## config.mk

```make
export PLATFORM = sky130hd
export DESIGN_NAME = spi_flash_responder
export DESIGN_NICKNAME = d
export VERILOG_FILES = /design/src/rtl/spi_flash_pkg.sv /design/src/rtl/spi_flash_responder_sync.sv /design/src/rtl/spi_flash_responder.sv
export SDC_FILE = /design/constraint.sdc
export NUM_CORES = 1
export LEC_CHECK = 0
export BUFFER_PORTS_ARGS = -buffer_cell sky130_fd_sc_hd__buf_2
export CAP_MARGIN = 20
export CELL_PAD_IN_SITES_DETAIL_PLACEMENT = 0
export CELL_PAD_IN_SITES_GLOBAL_PLACEMENT = 1
export CORE_MARGIN = 4
export CORE_UTILIZATION = 48
export CTS_BUF_LIST = sky130_fd_sc_hd__clkbuf_16
export DETAILED_ROUTE_END_ITERATION = 16
export GPL_TIMING_DRIVEN = 0
export PLACE_DENSITY = 0.87
export SLEW_MARGIN = 20
export SYNTH_ARGS = -nofsm -noshare
export SYNTH_HDL_FRONTEND = slang
export SYNTH_HIERARCHICAL = 1
export SYNTH_SLANG_ARGS = --single-unit
```

## constraint.sdc

```tcl
create_clock -name clk -period 2.5 [get_ports clk]
set_input_delay 0 -clock clk [delete_from_list [all_inputs] [get_ports clk]]
set_output_delay 0 -clock clk [all_outputs]
set_load 0.01 [all_outputs]
```

## src/rtl/spi_flash_pkg.sv

```systemverilog
// Shared opcodes and FSM state type for the SPI flash responder.
package spi_flash_pkg;

    localparam logic [7:0] CMD_READ  = 8'h03;
    localparam logic [7:0] CMD_JEDEC = 8'h9F;
    localparam logic [7:0] CMD_RDSR  = 8'h05;

    typedef enum logic [2:0] {
        ST_IDLE,
        ST_CMD,
        ST_ADDR,
        ST_DATA,
        ST_IGNORE
    } state_t;

endpackage

```

## src/rtl/spi_flash_responder_sync.sv

```systemverilog
// Two-flop synchroniser for the SPI pins plus SCK edge detection.
// Bus order is {mosi, sck, cs_n}. Every flop resets to 0, so a CS that is
// already low when reset releases never looks like a fresh CS falling edge.
module spi_pin_sync (
    input  logic       clk,
    input  logic       rst,
    input  logic [2:0] pins_in,
    output logic       cs_n_s,
    output logic       mosi_s,
    output logic       sck_rise,
    output logic       sck_fall
);

    logic [2:0] sync1_q, sync1_d;
    logic [2:0] sync2_q, sync2_d;
    logic       sck_dly_q, sck_dly_d;

    // Next values of the synchroniser chain and the SCK history flop.
    always_comb begin
        sync1_d   = pins_in;
        sync2_d   = sync1_q;
        sck_dly_d = sync2_q[1];
    end

    // Register the synchroniser chain.
    always_ff @(posedge clk or posedge rst) begin
        if (rst) begin
            sync1_q   <= 3'b000;
            sync2_q   <= 3'b000;
            sck_dly_q <= 1'b0;
        end else begin
            sync1_q   <= sync1_d;
            sync2_q   <= sync2_d;
            sck_dly_q <= sck_dly_d;
        end
    end

    assign cs_n_s   = sync2_q[0];
    assign mosi_s   = sync2_q[2];
    assign sck_rise =  sync2_q[1] & ~sck_dly_q;
    assign sck_fall = ~sync2_q[1] &  sck_dly_q;

endmodule

```

## src/rtl/spi_flash_responder.sv

```systemverilog
// SPI mode-0 serial-NOR read responder backed by a byte-wide memory.
//
// state     | meaning
// ----------+----------------------------------------------------------
// ST_IDLE   | CS high, or CS low but not yet seen high since reset/end
// ST_CMD    | shifting in the command byte
// ST_ADDR   | shifting in the 3 address bytes (READ only)
// ST_DATA   | shifting out response bytes, MISO driven
// ST_IGNORE | unknown command, waiting for CS high
module spi_flash_responder
    import spi_flash_pkg::*;
#(
    parameter int          ADDR_W   = 17,
    parameter logic [23:0] JEDEC_ID = 24'hEF4018
) (
    input  logic              clk,
    input  logic              rst,
    input  logic              spi_cs_n,
    input  logic              spi_sck,
    input  logic              spi_mosi,
    output logic              spi_miso,
    output logic              spi_miso_oe,
    output logic              mem_ren,
    output logic [ADDR_W-1:0] mem_addr,
    input  logic [7:0]        mem_rdata
);

    logic cs_n_s, mosi_s, sck_rise, sck_fall;

    spi_pin_sync u_sync (
        .clk      (clk),
        .rst      (rst),
        .pins_in  ({spi_mosi, spi_sck, spi_cs_n}),
        .cs_n_s   (cs_n_s),
        .mosi_s   (mosi_s),
        .sck_rise (sck_rise),
        .sck_fall (sck_fall)
    );

    state_t            state_q, state_d;
    logic [2:0]        bit_cnt_q, bit_cnt_d;
    logic [1:0]        byte_cnt_q, byte_cnt_d;
    logic [6:0]        rx_sr_q, rx_sr_d;
    logic [7:0]        cmd_q, cmd_d;
    logic [ADDR_W-2:0] addr_sr_q, addr_sr_d;
    logic [7:0]        tx_sr_q, tx_sr_d;
    logic [7:0]        prefetch_q, prefetch_d;
    logic              load_pend_q, load_pend_d;
    logic              armed_q, armed_d;
    logic              ren_dly_q, ren_dly_d;
    logic              miso_q, miso_d;
    logic              miso_oe_q, miso_oe_d;
    logic              mem_ren_q, mem_ren_d;
    logic [ADDR_W-1:0] mem_addr_q, mem_addr_d;

    logic [7:0]        rx_byte;
    logic [ADDR_W-1:0] addr_full;
    logic [7:0]        next_byte;

    // The byte completed by the current SCK rise, and the address it ends.
    assign rx_byte   = {rx_sr_q, mosi_s};
    assign addr_full = {addr_sr_q, mosi_s};

    // Byte to load into the TX register on the next load falling edge.
    always_comb begin
        next_byte = 8'h00;
        if (cmd_q == CMD_READ) begin
            next_byte = prefetch_q;
        end else if (cmd_q == CMD_JEDEC) begin
            case (byte_cnt_q)
                2'd0:    next_byte = JEDEC_ID[23:16];
                2'd1:    next_byte = JEDEC_ID[15:8];
                2'd2:    next_byte = JEDEC_ID[7:0];
                default: next_byte = 8'h00;
            endcase
        end
    end

    // FSM, counters, shift registers and memory port next-state logic.
    always_comb begin
        state_d     = state_q;
        bit_cnt_d   = bit_cnt_q;
        byte_cnt_d  = byte_cnt_q;
        rx_sr_d     = rx_sr_q;
        cmd_d       = cmd_q;
        addr_sr_d   = addr_sr_q;
        tx_sr_d     = tx_sr_q;
        prefetch_d  = prefetch_q;
        load_pend_d = load_pend_q;
        armed_d     = armed_q;
        ren_dly_d   = mem_ren_q;
        mem_ren_d   = 1'b0;
        mem_addr_d  = mem_addr_q;

        // Memory data arrives one clk after the strobe.
        if (ren_dly_q) begin
            prefetch_d = mem_rdata;
        end

        if (cs_n_s) begin
            state_d     = ST_IDLE;
            bit_cnt_d   = 3'd0;
            byte_cnt_d  = 2'd0;
            load_pend_d = 1'b0;
            armed_d     = 1'b1;
        end else begin
            case (state_q)
                ST_IDLE: begin
                    if (armed_q) begin
                        state_d = ST_CMD;
                        armed_d = 1'b0;
                    end
                end
                ST_CMD: begin
                    if (sck_rise) begin
                        bit_cnt_d = bit_cnt_q + 3'd1;
                        rx_sr_d   = rx_byte[6:0];
                        if (bit_cnt_q == 3'd7) begin
                            cmd_d      = rx_byte;
                            byte_cnt_d = 2'd0;
                            tx_sr_d    = 8'h00;
                            if (rx_byte == CMD_READ) begin
                                state_d = ST_ADDR;
                            end else if (rx_byte == CMD_JEDEC || rx_byte == CMD_RDSR) begin
                                state_d     = ST_DATA;
                                load_pend_d = 1'b1;
                            end else begin
                                state_d = ST_IGNORE;
                            end
                        end
                    end
                end
                ST_ADDR: begin
                    if (sck_rise) begin
                        bit_cnt_d = bit_cnt_q + 3'd1;
                        addr_sr_d = addr_full[ADDR_W-2:0];
                        if (bit_cnt_q == 3'd7) begin
                            byte_cnt_d = byte_cnt_q + 2'd1;
                            if (byte_cnt_q == 2'd2) begin
                                state_d     = ST_DATA;
                                byte_cnt_d  = 2'd0;
                                load_pend_d = 1'b1;
                                mem_ren_d   = 1'b1;
                                mem_addr_d  = addr_full;
                            end
                        end
                    end
                end
                ST_DATA: begin
                    if (sck_rise) begin
                        bit_cnt_d = bit_cnt_q + 3'd1;
                        if (bit_cnt_q == 3'd7) begin
                            load_pend_d = 1'b1;
                            if (cmd_q == CMD_READ) begin
                                mem_ren_d  = 1'b1;
                                mem_addr_d = mem_addr_q + {{(ADDR_W-1){1'b0}}, 1'b1};
                            end
                        end
                    end
                    if (sck_fall) begin
                        if (load_pend_q) begin
                            tx_sr_d     = next_byte;
                            load_pend_d = 1'b0;
                            if (byte_cnt_q != 2'd3) begin
                                byte_cnt_d = byte_cnt_q + 2'd1;
                            end
                        end else begin
                            tx_sr_d = {tx_sr_q[6:0], 1'b0};
                        end
                    end
                end
                default: begin
                end
            endcase
        end

        miso_oe_d = (state_d == ST_DATA);
        miso_d    = (state_d == ST_DATA) ? tx_sr_d[7] : 1'b0;
    end

    // Register all FSM state and the registered outputs.
    always_ff @(posedge clk or posedge rst) begin
        if (rst) begin
            state_q     <= ST_IDLE;
            bit_cnt_q   <= 3'd0;
            byte_cnt_q  <= 2'd0;
            rx_sr_q     <= 7'd0;
            cmd_q       <= 8'h00;
            addr_sr_q   <= '0;
            tx_sr_q     <= 8'h00;
            prefetch_q  <= 8'h00;
            load_pend_q <= 1'b0;
            armed_q     <= 1'b0;
            ren_dly_q   <= 1'b0;
            miso_q      <= 1'b0;
            miso_oe_q   <= 1'b0;
            mem_ren_q   <= 1'b0;
            mem_addr_q  <= '0;
        end else begin
            state_q     <= state_d;
            bit_cnt_q   <= bit_cnt_d;
            byte_cnt_q  <= byte_cnt_d;
            rx_sr_q     <= rx_sr_d;
            cmd_q       <= cmd_d;
            addr_sr_q   <= addr_sr_d;
            tx_sr_q     <= tx_sr_d;
            prefetch_q  <= prefetch_d;
            load_pend_q <= load_pend_d;
            armed_q     <= armed_d;
            ren_dly_q   <= ren_dly_d;
            miso_q      <= miso_d;
            miso_oe_q   <= miso_oe_d;
            mem_ren_q   <= mem_ren_d;
            mem_addr_q  <= mem_addr_d;
        end
    end

    assign spi_miso    = miso_q;
    assign spi_miso_oe = miso_oe_q;
    assign mem_ren     = mem_ren_q;
    assign mem_addr    = mem_addr_q;

endmodule

```

==> results of run 1 <==
-- synth_stat cells (6+ instances only) --
library cell / number
o22ai_1: 7
a21oi_1: 22
nor2_1: 27
nand3_1: 16
ha_1: 10
o21ai_0: 18
nand2_1: 26
dfrtp_1: 85
inv_1: 11
mux2_2: 40
clkbuf_1: 7
o22a_1: 6
nor3_1: 7
-- worst min-delay path by stage --
stage | start | slack, ns | to
floorplan | rst | -0.20 | u_sync/sck_dly_q
global placement | rst | -0.06 | u_sync/sync1_q[1]
detailed placement | rst | -0.03 | u_sync/sync1_q[2]
CTS | rst | 0.16 | u_sync/sync1_q[2]
global route | rst | 0.21 | u_sync/sync1_q[0]
finish | rst | 0.16 | u_sync/sync1_q[2]
-- per-stage QoR --
stage	cells	setup slack (ns)	setup TNS, ns
2_1_floorplan	364	0.505	0
3_3_place_gp	501	-0.455	-35.20
3_5_place_dp	502	0.437	0
4_1_cts	530	0.420	0
5_1_grt	530	0.279	0
6_report	530	0.435	0
-- cell type report --
class,instances,area [sq um]
buffer,16,88.8
clock buffer,9,225
clock inverter,7,66.3
fill,688,3440
inverter,12,47.5
multi-input combinational,251,1780
sequential,85,2130
tap,105,131
timing repair buffer,45,308
-- metal layers --
metal | vias up | wire (um) | part of all wire
met4 | 0 | 159 | 0.018
met2 | 69 | 4160 | 0.47
met3 | 15 | 327 | 0.037
met1 | 1486 | 4130 | 0.47
met5 | - | 0 | 0
li1 | 1449 | - | -
-- kinds of logic (layout without fill, tap and decap cells) --
group           count (synthesis)  after routing  synth area share
flops                          85             85             0.526
fa+ha+maj                      10             10            0.0310
mux                            42             42             0.116
xor+xnor                        2              2           0.00433
compound gates                 88             88             0.148
buf+inv                        28             89            0.0331
simple gates                  109            109             0.141
-- power by group through the flow --
stage                     sequential [mW]  clock [mW]  combinational (mW)
after floorplan                      1.46           0               0.102
after global placement               1.47           0               0.129
after detailed placement             1.47           0               0.140
after CTS                            1.45        1.32               0.155
after global routing                 1.45        1.39               0.173
final                                1.45        1.30               0.152
-- repair_timing --
| action | CTS | global route |
|---|---|---|
| setup endpoints to repair | 0 | 0 |
| hold buffers | 12 | 0 |
| hold endpoints to repair | 87 | 0 |
-- state kept, by name, indices dropped and copies added, names as in the netlist, 2 cells and up --
register        cells
u_sync/sync2_q      3
u_sync/sync1_q      3
bit_cnt_q           3
rx_sr_q             7
addr_sr_q          16
mem_addr           17
byte_cnt_q          2
prefetch_q          8
tx_sr_q             8
state_q             3
cmd_q               8
-- worst max-delay path: stages (launching register included) --
cell       delay, ns
dfrtp_1         0.37
ha_1            0.16
ha_1            0.24
nand2_1         0.14
a2111oi_0       0.54
nand2_1         0.11
and3_1          0.21
and4b_1         0.18
==> run summary, run 1 <==
Clock power frac -> 0.449
Post-synth EDFFs -> 0
Vias/cell -> 5.70
sequential power share -> 0.499
CP endpoint -> spi_miso
Initial DRC Count -> 144
Yosys reg bits -> 85
# setup viols final -> 0
reg2reg start -> bit_cnt_q[0]
Total Routing Usage GR -> 0.187
row cnt -> 33
core area -> 8220 sq um
IO Port Bufs -> 32
Clock Latency Late Sink -> 0.34 ns
Yosys top cell by area -> dfrtp_1
Fin. Hold Viols -> 0
Worst Hold Class -> input port to asynchronous set/reset pin
DR WL/cell -> 16.6 um
element type at the critical path end -> register
# IOs -> 33
die extent in x -> 99.8 um
via count -> 3019
Area contributors post-synth -> dfrtp_1 53%, mux2_2 11%, ha_1 3.1%, a21oi_1 2.7%, nor2_1 2.5%
Worst slew margin -> 0.583
share of the synthesized area in the top cell type -> 0.526
Post-Layout Inst Area -> 4780 sq um
post-cts gate resize count -> 0
Initial Util -> 0.492
Reg clk slew, reported paths -> 0.06 ns
syn nets -> 387
GRT busiest layer -> met2
final period utilization -> 0.826
NumNets Final -> 443
Critical Path RT -> 2.72 ns
crit start category -> register
Vert. Die Dim -> 99.8 um
Leakage -> 2.28 nW
Sw Pwr -> 0.652 mW
MaxCap Viol Count -> 0
fraction of layout cells with a size suffix above 1 -> 0.252
grt met1 use -> 0.264
commonest cells after routing, fill and taps aside -> 85 x dfrtp_1, 40 x mux2_2, 37 x buf_2
CP Class -> register to register
synthesized area per cell -> 11.1 sq um
Async SR Flop Fraction -> 1.00
CTS tree -> done
sw frac -> 0.225
hold_ws -> 0.162 ns
Critical Path Source -> bit_cnt_q[0]
setup bufs post-CTS -> 0
Max Root-Sink Buffers -> 2
Final Wtd Congestion -> 0.815
antenna violations before repair -> 0
Clock Sinks -> 85
CTS root buffer -> clkbuf_16
Synth Flop Type -> dfrtp_1
Cell variety after synth -> 52
Post-Route Skew -> 0.0102 ns
minimum clock period after layout -> 2.07 ns
Power, Total -> 2.90 mW
combinational cell fraction of total power -> 0.053
RSZ-0062 raised after global routing -> false
largest net degree at the start of global routing -> 59
R2R setup slack -> 0.43 ns
n_diodes -> 0
Worst VDD drop -> 0.288 mV
post-DP HPWL -> 6090 um
vias in the first global route -> 3090
mapped cell area -> 4040 sq um
routed wire length -> 8770 um
TritonRoute pass-1 iters -> 4
dpl cell area -> 4360 sq um
status -> complete, no violations
fmax -> 484 MHz
worst-path fanout max -> 5
Final Core Density -> 0.581
transition time of the tightest slew-check pin -> 0.620 ns
Internal Power -> 2.25 mW
H-tree levels -> 3
max-slew violation count -> 0
power density over the cells -> 608 nW/um^2
r2r worst-path depth -> 7
met2 Use GR -> 0.293
Ys Warns -> 6
Area Growth Syn to Fin -> 18.1%
met3 usage -> 0.0257
die area -> 9950 sq um
Synth Instances -> 364
commonest non-fill, non-tap cell in the layout -> dfrtp_1
DRC viols -> 0
first-pass GRT wire length -> 15000 um
Critical Path AT -> 2.29 ns
Congestion Overflow GR -> 0
antenna-violating nets left -> 0
CTS buffer count -> 9
sequential area share after synthesis -> 0.526
R2R Path End -> spi_miso
No activity file was read; power rests on OpenSTA's default activity.
==> run 2, diff against run 1 <==
- CORE_UTILIZATION: 48 -> 43
- PLACE_DENSITY: 0.87 -> 0.82
- clock period: 2.5 -> 1.9 ns (I/O delays scaled with it)
==> run summary, run 2 (synthesized netlist as in run 1, its figures left out) <==
transition time of the tightest slew-check pin -> 0.528 ns
CP endpoint -> mem_addr[8]
CP max stage cell -> o32a_1
critical-path cell list -> ha_2 -> ha_4 -> nand2_2 -> o32a_1 -> buf_6 -> buf_6 -> o21ai_0 -> o21ai_0
Worst Hold Class -> input port to asynchronous set/reset pin
Fin. Hold Viols -> 0
largest net degree at the start of global routing -> 35
antenna-violating nets left -> 0
Area Growth Syn to Fin -> 20.4%
Clock Latency Late Sink -> 0.34 ns
via count -> 3026
IO Port Bufs -> 32
Critical Path AT -> 2.06 ns
post-DP HPWL -> 6130 um
element type at the critical path end -> register
Worst slew margin -> 0.647
reg2reg start -> bit_cnt_q[1]
Max Root-Sink Buffers -> 2
commonest non-fill, non-tap cell in the layout -> dfrtp_1
commonest cells after routing, fill and taps aside -> 84 x dfrtp_1, 40 x mux2_2, 34 x buf_2
CP Class -> register to register
status -> complete, no violations
# setup viols final -> 0
Crit. path cell count -> 8
max-slew violation count -> 0
crit start category -> register
die area -> 11000 sq um
# IOs -> 33
Worst VDD drop -> 0.346 mV
Critical Path Source -> bit_cnt_q[1]
Leakage -> 2.29 nW
core area -> 9200 sq um
antenna violations before repair -> 0
R2R setup slack -> 0.06 ns
n_diodes -> 0
first-pass GRT wire length -> 14600 um
Initial Util -> 0.440
Critical Path RT -> 2.12 ns
DRC viols -> 0
worst-path fanout max -> 10
Final Wtd Congestion -> 0.857
fmax -> 543 MHz
DR WL/cell -> 16.0 um
WP buf/inv -> 2
Top Family by Delay on Critical Path -> compound AO/OA/AOI/OAI gates
Crit path largest cell delay -> 0.37 ns
Post-Route Skew -> 0.00926 ns
MaxCap Viol Count -> 0
R2R Path End -> mem_addr[8]
die extent in x -> 105 um
Clock Sinks -> 85
CTS tree -> done
Placed Instances -> 509
hold_ws -> 0.152 ns
final period utilization -> 0.970
fraction of layout cells with a size suffix above 1 -> 0.306
H-tree levels -> 3
r2r worst-path depth -> 8
CTS buffer count -> 9
Total Routing Usage GR -> 0.164
Fillers -> 819
Vert. Die Dim -> 105 um
minimum clock period after layout -> 1.84 ns
RSZ-0062 raised after global routing -> false
NumNets Final -> 447
Initial DRC Count -> 103
max FFs per register -> 17
TritonRoute pass-1 iters -> 4
Vias/cell -> 5.61
row cnt -> 35
power density over the cells -> 758 nW/um^2
routed wire length -> 8640 um
Final Non-Filler Cells -> 539
Congestion Overflow GR -> 0
Reg clk slew, reported paths -> 0.07 ns
CTS root buffer -> clkbuf_16
vias in the first global route -> 3067
==> run 2: area by class of cell <==
cell class | instances | area, sq um | area share
tap | 111 | 139 | 0.0285
timing repair buffer | 49 | 343 | 0.0704
clock inverter | 6 | 40.0 | 0.00822
multi-input combinational | 251 | 1840 | 0.379
clock buffer | 9 | 225 | 0.0463
inverter | 12 | 48.8 | 0.0100
sequential | 85 | 2130 | 0.437
buffer | 16 | 100 | 0.0206
==> run 2: stage by stage <==
step	total power [mW]	cell area (sq um)	setup WS (ns)	setup TNS (ns)	utilization
final	3.69	4870	0.0570	0	0.529
after global routing	3.84	4870	0.00107	0	0.529
after CTS	3.73	4830	0.00901	0	0.525
after detailed placement	2.12	4390	-0.145	-2.97	0.477
after global placement	2.11	4350	-0.154	-3.14	0.473
after floorplan	2.05	4050	0.0982	0	-
==> run 2: layer usage <==
layer / up-vias / track usage / part of all wire
met5: - / 0 / 0
met4: 0 / 0.0703 / 0.013
met3: 10 / 0.0290 / 0.042
met2: 56 / 0.260 / 0.48
met1: 1498 / 0.221 / 0.47
li1: 1462 / - / -
==> run 2: worst min path at each step <==
stage / from / to / slack, ns / cells past startpoint
after floorplan: rst / u_sync/sck_dly_q / -0.20 / 1
after global placement: rst / u_sync/sync1_q[2] / -0.04 / 2
after detailed placement: rst / u_sync/sync1_q[1] / -0.04 / 2
after CTS: rst / u_sync/sync1_q[1] / 0.15 / 3
after global routing: rst / u_sync/sync1_q[1] / 0.20 / 3
final: rst / u_sync/sync1_q[2] / 0.15 / 3
==> run 2: what timing repair did <==
item                       in CTS  in global routing
setup buffers                   2                  1
pin swaps                       1                  2
hold endpoints to repair       36                  0
setup endpoints to repair      37                 44
resized for setup              13                 15
hold buffers                   12                  0
==> run 2: where the power goes <==
group	switching [mW]	leakage (nW)	internal [mW]
clock	0.699	0.121	0.875
combinational	0.106	1.01	0.104
sequential	0.0535	1.16	1.85
==> run 2: tightest hold or removal path: stages <==
cell,delay (ns)
dlygate4sd3_1,0.52
buf_2,0.14
inv_1,0.20
==> run 3, diff against run 2 <==
- CTS_BUF_LIST: sky130_fd_sc_hd__clkbuf_16 -> default
- SLEW_MARGIN: 20 -> default
==> run summary, run 3 (synthesized netlist as in run 1, its figures left out) <==
Post-Route Skew -> 0.0172 ns
via count -> 3028
CP Class -> register to register
routed wire length -> 8600 um
H-tree levels -> 3
CTS root buffer -> clkbuf_8
combinational cell fraction of total power -> 0.061
Final Core Density -> 0.519
Leakage -> 2.25 nW
r2r worst-path depth -> 8
final period utilization -> 0.976
Area Growth Syn to Fin -> 18.1%
fmax -> 539 MHz
Initial Util -> 0.440
DRC viols -> 0
DR WL/cell -> 16.0 um
# setup viols final -> 0
post-route setup TNS -> 0 ns
# IOs -> 33
Critical Path RT -> 2.14 ns
max-slew violation count -> 0
die area -> 11000 sq um
max FFs per register -> 17
Fillers -> 827
Vias/cell -> 5.63
worst-path fanout max -> 10
Total Routing Usage GR -> 0.167
Critical Path AT -> 2.09 ns
first-pass GRT wire length -> 14900 um
die extent in x -> 105 um
antenna violations before repair -> 0
vias in the first global route -> 3067
Clock power frac -> 0.373
transition time of the tightest slew-check pin -> 0.875 ns
core area -> 9200 sq um
Fin. Hold Viols -> 0
antenna-violating nets left -> 0
NumNets Final -> 446
post-DP HPWL -> 6170 um
fraction of layout cells with a size suffix above 1 -> 0.304
reg2reg start -> bit_cnt_q[0]
element type at the critical path end -> register
crit start category -> register
TritonRoute pass-1 iters -> 4
Reg clk slew, reported paths -> 0.08 ns
CTS buffer count -> 9
status -> complete, no violations
sequential power share -> 0.567
commonest cells after routing, fill and taps aside -> 84 x dfrtp_1, 40 x mux2_2, 35 x buf_2
Clock Sinks -> 85
IO Port Bufs -> 32
RSZ-0062 raised after global routing -> false
Final Wtd Congestion -> 0.857
register area -> 2130 sq um
Internal Power -> 2.55 mW
Clock Latency Late Sink -> 0.37 ns
CTS tree -> done
Worst VDD drop -> 0.298 mV
Sw Pwr -> 0.802 mW
R2R setup slack -> 0.05 ns
Vert. Die Dim -> 105 um
Max Root-Sink Buffers -> 2
minimum clock period after layout -> 1.85 ns
row cnt -> 35
Worst Hold Class -> input port to asynchronous set/reset pin
power density over the cells -> 703 nW/um^2
R2R Path End -> mem_addr[2]
sw frac -> 0.239
Worst slew margin -> 0.415
largest net degree at the start of global routing -> 41
Initial DRC Count -> 149
Congestion Overflow GR -> 0
n_diodes -> 0
MaxCap Viol Count -> 0
area of the multi-input gates -> 1850 sq um
hold_ws -> 0.138 ns
commonest non-fill, non-tap cell in the layout -> dfrtp_1
run 3: cell types whose count changed in the layout (fill, tap and decap cells not counted), sizes merged:
cell / previous run / this run
inv: 12 / 11
buf: 45 / 44
bufinv: 0 / 1
clkinvlp: 4 / 3
clkbuf: 17 / 18
run 3: worst max path at each step:
stage	start	endpoint	cells past startpoint
CTS	bit_cnt_q[0]	mem_addr[9]	7
global placement	cmd_q[2]	mem_addr[9]	6
finish	bit_cnt_q[0]	mem_addr[2]	8
floorplan	cmd_q[2]	mem_addr[9]	6
detailed placement	bit_cnt_q[0]	spi_miso	7
global route	bit_cnt_q[0]	mem_addr[5]	9
run 3: stage by stage:
stage / setup slack [ns] / std cells / power [mW] / instance area [sq um]
final: 0.0452 / 538 / 3.35 / 4770
after global routing: 0.000365 / 538 / 3.51 / 4770
after CTS: 0.00469 / 537 / 3.39 / 4740
after detailed placement: -0.155 / 508 / 2.12 / 4370
after global placement: -0.154 / 507 / 2.11 / 4350
after floorplan: 0.0982 / 364 / 2.05 / 4050
run 3: final cells by class:
type	count	area share
clock buffers	10	0.0267
flip-flops and latches	85	0.446
well taps	111	0.0291
clock inverters	5	0.0131
plain buffers	16	0.0204
repair buffers	48	0.0676
multi-input cells	251	0.387
inverters	12	0.0102
run 3: layer usage:
| metal | up-vias | GRT usage | wire, um |
|---|---|---|---|
| met5 | - | 0 | 0 |
| met4 | 0 | 0.0478 | 78 |
| met3 | 6 | 0.0414 | 323 |
| met2 | 56 | 0.267 | 4200 |
| met1 | 1510 | 0.226 | 4000 |
| li1 | 1456 | - | - |
run 3: worst max-delay path, cell delays in order, from the launching register on:
cell and delay [ns]:
dfrtp_1 0.37, ha_2 0.20, ha_4 0.17, nand2_2 0.09
o32a_1 0.37, buf_6 0.15, buf_6 0.14, o21ai_0 0.14
o21ai_0 0.10
run 3: power groups by stage:
stage               Sequential (mW)  Combinational, mW  Clock, mW
floorplan                      1.92              0.134          0
global placement               1.94              0.171          0
detailed placement             1.94              0.181          0
CTS                            1.90              0.205       1.28
global route                   1.91              0.232       1.37
finish                         1.90              0.203       1.25
run 3: timing repair:
| action | CTS | global route |
|---|---|---|
| endpoints found under the hold margin | 57 | 0 |
| setup buffers | 2 | 1 |
| gates cloned | 0 | 0 |
| resized for setup | 14 | 14 |
| hold buffers | 12 | 0 |
| pin swaps | 1 | 4 |
| endpoints found under the setup margin | 37 | 35 |
